## config.mk

```make
export PLATFORM = sky130hd
export DESIGN_NAME = hazard_scoreboard
export DESIGN_NICKNAME = d
export VERILOG_FILES = /design/src/rtl/hazard_pkg.sv /design/src/rtl/hazard_match.sv /design/src/rtl/hazard_scoreboard.sv
export SDC_FILE = /design/constraint.sdc
export NUM_CORES = 1
export LEC_CHECK = 0
export BUFFER_PORTS_ARGS = -buffer_cell sky130_fd_sc_hd__clkbuf_2
export CAP_MARGIN = 20
export CORE_UTILIZATION = 45
export CTS_BUF_LIST = sky130_fd_sc_hd__clkbuf_4 sky130_fd_sc_hd__clkbuf_8 sky130_fd_sc_hd__clkbuf_16
export CTS_CLUSTER_DIAMETER = 150
export DETAILED_ROUTE_END_ITERATION = 8
export GPL_ROUTABILITY_DRIVEN = 0
export PLACE_DENSITY = 0.68
export RECOVER_POWER = 100
export SYNTH_ARGS = -nofsm -noshare
export SYNTH_HDL_FRONTEND = slang
export SYNTH_HIERARCHICAL = 1
export SYNTH_SLANG_ARGS = --single-unit
export TNS_END_PERCENT = 20
```

## constraint.sdc

```tcl
create_clock -name clk -period 5.9 [get_ports clk]
set_clock_uncertainty 0.15 [all_clocks]
set_input_delay 1.18 -clock clk [delete_from_list [all_inputs] [get_ports clk]]
set_output_delay 1.18 -clock clk [all_outputs]
set_load 0.02 [all_outputs]
```

## src/rtl/hazard_pkg.sv

```systemverilog
// Shared types and constants for the hazard scoreboard: in-flight slot record,
// forward-select and result-ready encodings.
package hazard_pkg;

   // Slot fields are sized for the widest supported configuration
   // (REG_AW up to 8, DEPTH up to 8); narrower builds zero-extend into them.
   localparam int MAX_REG_AW = 8;
   localparam int MAX_SLOT_W = 4;

   localparam int FWD_RF   = 0;
   localparam int RDY_ALU  = 0;
   localparam int RDY_LOAD = 1;

   typedef struct packed {
      logic                  valid;
      logic                  we;
      logic [MAX_REG_AW-1:0] dst;
      logic [MAX_SLOT_W-1:0] rdy;
   } slotT;

endpackage

```

## src/rtl/hazard_match.sv

```systemverilog
// Combinational youngest-producer finder: reports whether any in-flight slot
// writes the given source register and, if so, the lowest matching slot index.
module hazard_match
   import hazard_pkg::*;
#(
   parameter int DEPTH  = 3,
   parameter int SLOT_W = $clog2(DEPTH + 1),
   parameter int REG_AW = 5
) (
   input  slotT [DEPTH-1:0]  slots,
   input  logic [REG_AW-1:0] src,
   input  logic              srcUsed,
   output logic              found,
   output logic [SLOT_W-1:0] k
);

   always_comb begin
      // NOTE: every output gets a default before any branch, so no path through
      // this block leaves a value unassigned and no latch is inferred.
      found = 1'b0;
      k     = '0;
      if (srcUsed && (src != '0)) begin
         // Scan oldest to youngest so the lowest index is the last one written.
         for (int i = DEPTH - 1; i >= 0; i--) begin
            if (slots[i].valid && slots[i].we && (slots[i].dst == MAX_REG_AW'(src))) begin
               found = 1'b1;
               k     = SLOT_W'(i);
            end
         end
      end
   end

endmodule

```

## src/rtl/hazard_scoreboard.sv

```systemverilog
// Hazard, forwarding and stall controller for the in-order pipeline.
// Optional build macro HAZARD_HOLD_EN adds a back-end 'hold' input that freezes the pipeline.
module hazard_scoreboard
   import hazard_pkg::*;
#(
   parameter int REG_AW = 5,
   parameter int DEPTH  = 3,
   parameter int SLOT_W = $clog2(DEPTH + 1),
   parameter int CNT_W  = 32
) (
   input  logic              clk,
   input  logic              rst,
   input  logic              id_valid,
   input  logic [REG_AW-1:0] rs_d,
   input  logic [REG_AW-1:0] rt_d,
   input  logic              use_rs_d,
   input  logic              use_rt_d,
   input  logic [REG_AW-1:0] dst_d,
   input  logic              wr_d,
   input  logic [SLOT_W-1:0] rdy_d,
   input  logic              is_branch_d,
   input  logic              branch_taken_d,
   output logic              stall_f,
   output logic              stall_d,
   output logic              flush_d,
   output logic              flush_e,
   output logic [SLOT_W-1:0] fwd_a_e,
   output logic [SLOT_W-1:0] fwd_b_e,
   output logic [CNT_W-1:0]  stall_cnt
`ifdef HAZARD_HOLD_EN
   ,
   input  logic              hold
`endif
);

   localparam logic [SLOT_W-1:0] LAST_SLOT = SLOT_W'(DEPTH - 1);

   slotT [DEPTH-1:0]  slots;
   slotT              newSlot;
   logic              holdInt;
   logic              foundA, foundB;
   logic [SLOT_W-1:0] kA, kB;
   logic              fwdableA, fwdableB;
   logic              dataHaz, branchHaz, hazard, issue;

`ifdef HAZARD_HOLD_EN
   assign holdInt = hold;
`else
   assign holdInt = 1'b0;
`endif

   hazard_match #(.DEPTH(DEPTH), .SLOT_W(SLOT_W), .REG_AW(REG_AW)) uMatchA (
      .slots   (slots),
      .src     (rs_d),
      .srcUsed (use_rs_d),
      .found   (foundA),
      .k       (kA)
   );

   hazard_match #(.DEPTH(DEPTH), .SLOT_W(SLOT_W), .REG_AW(REG_AW)) uMatchB (
      .slots   (slots),
      .src     (rt_d),
      .srcUsed (use_rt_d),
      .found   (foundB),
      .k       (kB)
   );

   // A producer in the last slot is written back this cycle and is read through the register file.
   assign fwdableA  = foundA && (kA < LAST_SLOT);
   assign fwdableB  = foundB && (kB < LAST_SLOT);
   assign dataHaz   = (foundA && (MAX_SLOT_W'(kA) < slots[kA].rdy))
                   || (foundB && (MAX_SLOT_W'(kB) < slots[kB].rdy));
   assign branchHaz = is_branch_d && (fwdableA || fwdableB);
   assign hazard    = id_valid && (dataHaz || branchHaz);

   always_comb begin
      stall_d = 1'b0;
      flush_e = 1'b0;
      flush_d = 1'b0;
      if (!rst) begin
         if (holdInt) begin
            stall_d = 1'b1;
         end else begin
            stall_d = hazard;
            flush_e = hazard || !id_valid;
            flush_d = branch_taken_d && !hazard;
         end
      end
   end

   assign stall_f = stall_d;
   assign issue   = id_valid && !stall_d;

   always_comb begin
      newSlot       = '0;
      newSlot.valid = issue;
      newSlot.we    = wr_d;
      newSlot.dst   = MAX_REG_AW'(dst_d);
      newSlot.rdy   = (int'(rdy_d) >= DEPTH) ? MAX_SLOT_W'(DEPTH - 1) : MAX_SLOT_W'(rdy_d);
      if (!issue) newSlot.rdy = MAX_SLOT_W'(RDY_ALU);
   end

   always_ff @(posedge clk) begin
      // NOTE: slots are ordinary registers rather than a RAM, so they take the
      // reset directly and a mid-run reset drops every in-flight write.
      if (rst) begin
         slots     <= '0;
         fwd_a_e   <= SLOT_W'(FWD_RF);
         fwd_b_e   <= SLOT_W'(FWD_RF);
         stall_cnt <= '0;
      end else if (!holdInt) begin
         // NOTE: non-blocking assignments let every slot read its neighbour's
         // pre-edge value, which is what makes this a shift register.
         for (int i = DEPTH - 1; i > 0; i--) slots[i] <= slots[i-1];
         slots[0] <= issue ? newSlot : slotT'('0);
         fwd_a_e  <= (issue && fwdableA) ? kA + SLOT_W'(1) : SLOT_W'(FWD_RF);
         fwd_b_e  <= (issue && fwdableB) ? kB + SLOT_W'(1) : SLOT_W'(FWD_RF);
         if (stall_d && (stall_cnt != '1)) stall_cnt <= stall_cnt + CNT_W'(1);
      end
   end

endmodule

```

==> flow_summary.ini <==
[timing]
tightest_slew_ps = 2190
fin_hold_ws_ps = 290
rsz0062_at_grt = no
fin_ws_ps = 399
finalHoldViolations = 0
max_freq_mhz = 182
timing.final.crit_share_pct = 93.2
slew_headroom_pct = -46.0
slew_violations = 50
setup_viol = 0
period_minus_slack_ps = 5500
setup_tns_ps = 0

[clock_tree]
clkSinkCount = 63
tritoncts = built
htree_levels = 3
cts_hold_buffers = 0
clkTransAtPathRegs_ps = 70
cts-resized-gates = 0
cts_buffer_depth = 2
post-cts-setup-buffer-count = 0
clock_latency_ps = 350
cts_made_buffers = 9
cts-root-buf = clkbuf_8

[grt]
grt_pass1_wl_um = 11800
grt_overflow = 0
grt_pass1_vias = 2608
antenna_found_initial = 0
grt_max_degree = 50
gr-usage-all-layers_pct = 20.5

[floorplan]
ios = 65
core_sq_um = 6790
die-width_um = 85.7
start_util_pct = 46.4
rows = 30
dieArea_sq_um = 7350
die_h_um = 85.7

[placement]
postPlaceCellArea_sq_um = 3640
pre_cts_ws_ps = 515
place_inst = 523
io_buffer_count = 64
hpwl_um = 5210

[critical_path]
rr_worst_depth = 14
cpMaxStageDelayCell = nor4b_2
cp.required_ps = 4570
critPathLaunchType = primary input
slowest_delay_ps = 500
arrival_ps = 4170
path_class = in2out
crit_top_cell = clkbuf_1
endpoint_kind = primary output
crit_fanout = 17
crit_chain = clkbuf_1 -> xor2_1 -> nor3_1 -> nand4_1 -> nor4b_2 -> mux2i_1 -> nor2_1 -> a31oi_1 -> ha_1 -> nor3b_1 -> a2111oi_2 -> buf_4 -> a21oi_1 -> clkbuf_1

[finish]
utilization_pct = 55.7
drive_above_1_share_pct = 13.1
fin_nets = 466
diodes = 0
fin_area_sq_um = 3780
area_delta_synth_final_pct = 20.0
final_common_cell = dfxtp_1
fill_cells = 687
fin_cells = 539
mostFrequentLayoutCells = dfxtp_1 (63), clkbuf_1 (43), nand2_1 (33)

[logic_synthesis]
ys_top_cells_by_area = dfxtp_1 (40%), xor2_1 (5.3%), xnor2_1 (5.0%), nor2b_1 (4.4%), nand2_1 (3.9%)
netlist_instances = 352
ys.flop_type = dfxtp_1
yosysUniqueCellTypes = 48
synth_area_per_cell_sq_um = 8.96
synthesis.yosys.warnings = 6
synth_area_sq_um = 3150
synth_edf_count = 0
async_flop_share_pct = 0
synth_top_area_share_pct = 40.0
synth-seq-area-share_pct = 40.0
ys_ff_latch = 63
yosysTopAreaCell = dfxtp_1

[min_path]
holdPathStages = 1
min_path_type = reg2reg

[routing]
viasPerCell = 5.28
routed_wl_um = 7200
dr.first_iter.drc_count = 93
drtPass1Iterations = 4
vias = 2846
drc = 0
ant_nets = 0
wl_per_cell_um = 13.3

[power_and_ir_drop]
power_density_nw_per_um2 = 239
p_leak_nw = 1.41
power.total_mw = 0.905
ir_worst_vdd_mv = 0.146

[job]
maxCapViolCount = 1

[run_status]
status = complete, but fails checks
violations = max-capacitance violations, max-slew violations
## registers in the layout (all words and copies together), names as in the netlist
name       cells
fwd_a_e        2
fwd_b_e        2
slots         27
stall_cnt     32
## layout make-up
class,count,area (sq um),area share (%)
Clock buffer,9,124,3.27
Clock inverter,7,96.3,2.55
Inverter,4,15.0,0.397
Multi-Input combinational cell,290,1860,49.2
Sequential cell,63,1260,33.3
Tap cell,96,120,3.17
Timing Repair Buffer,70,307,8.10
## cells by family after synthesis
group	Yosys count	share of synthesized area [%]
XOR/XNOR	37	10.3
AO/OA/AOI/OAI	51	11.3
multiplexers	9	2.94
adder cells (fa/ha/maj)	3	1.19
AND/OR/NAND/NOR	172	31.8
other	1	0.119
flip-flops	63	40.0
buffers and inverters	16	2.34
## metal layers
layer / track usage [%] / vias up / wire length, um
met4: 6.97 / 0 / 87
met3: 5.39 / 7 / 372
met2: 34.3 / 75 / 3370
met5: 0 / - / 0
met1: 25.7 / 1318 / 3360
li1: - / 1446 / -
## power breakdown
part,switching (mW),internal [mW]
Sequential,0.00442,0.430
Clock,0.181,0.238
Combinational,0.0299,0.0207
## synth_stat cells, types with 3 or more instances
master	count
inv_1	4
o211ai_1	4
clkbuf_1	8
o31ai_1	7
nor2_1	23
a31oi_1	4
a31o_2	4
nand4_1	15
or3_1	6
nand2_1	33
xor2_1	19
nand3_1	10
ha_1	3
o21ai_0	3
a21oi_1	16
dfxtp_1	63
nor3_1	9
nor4_1	10
o21ai_1	3
xnor2_1	18
nor2b_1	22
and4_1	4
and3_1	14
or4_1	10
mux2i_1	7
## worst max-delay path: cells and delay by family
family          cells  cell delay [ps]
compound gates      3              360
xor+xnor            1              190
buf+inv             3              630
mux                 1              250
fa+ha+maj           1              250
simple gates        5             1310
## worst paths after layout
check / from / endpoint / slack, ps
min: slots[14] / slots[28] / 290
max reg2reg: slots[34] / stall_cnt[12] / 1690
max: rt_d[2] / flush_e / 400
min reg2reg: slots[14] / slots[28] / 290
Power figures use the tool's default switching activity.
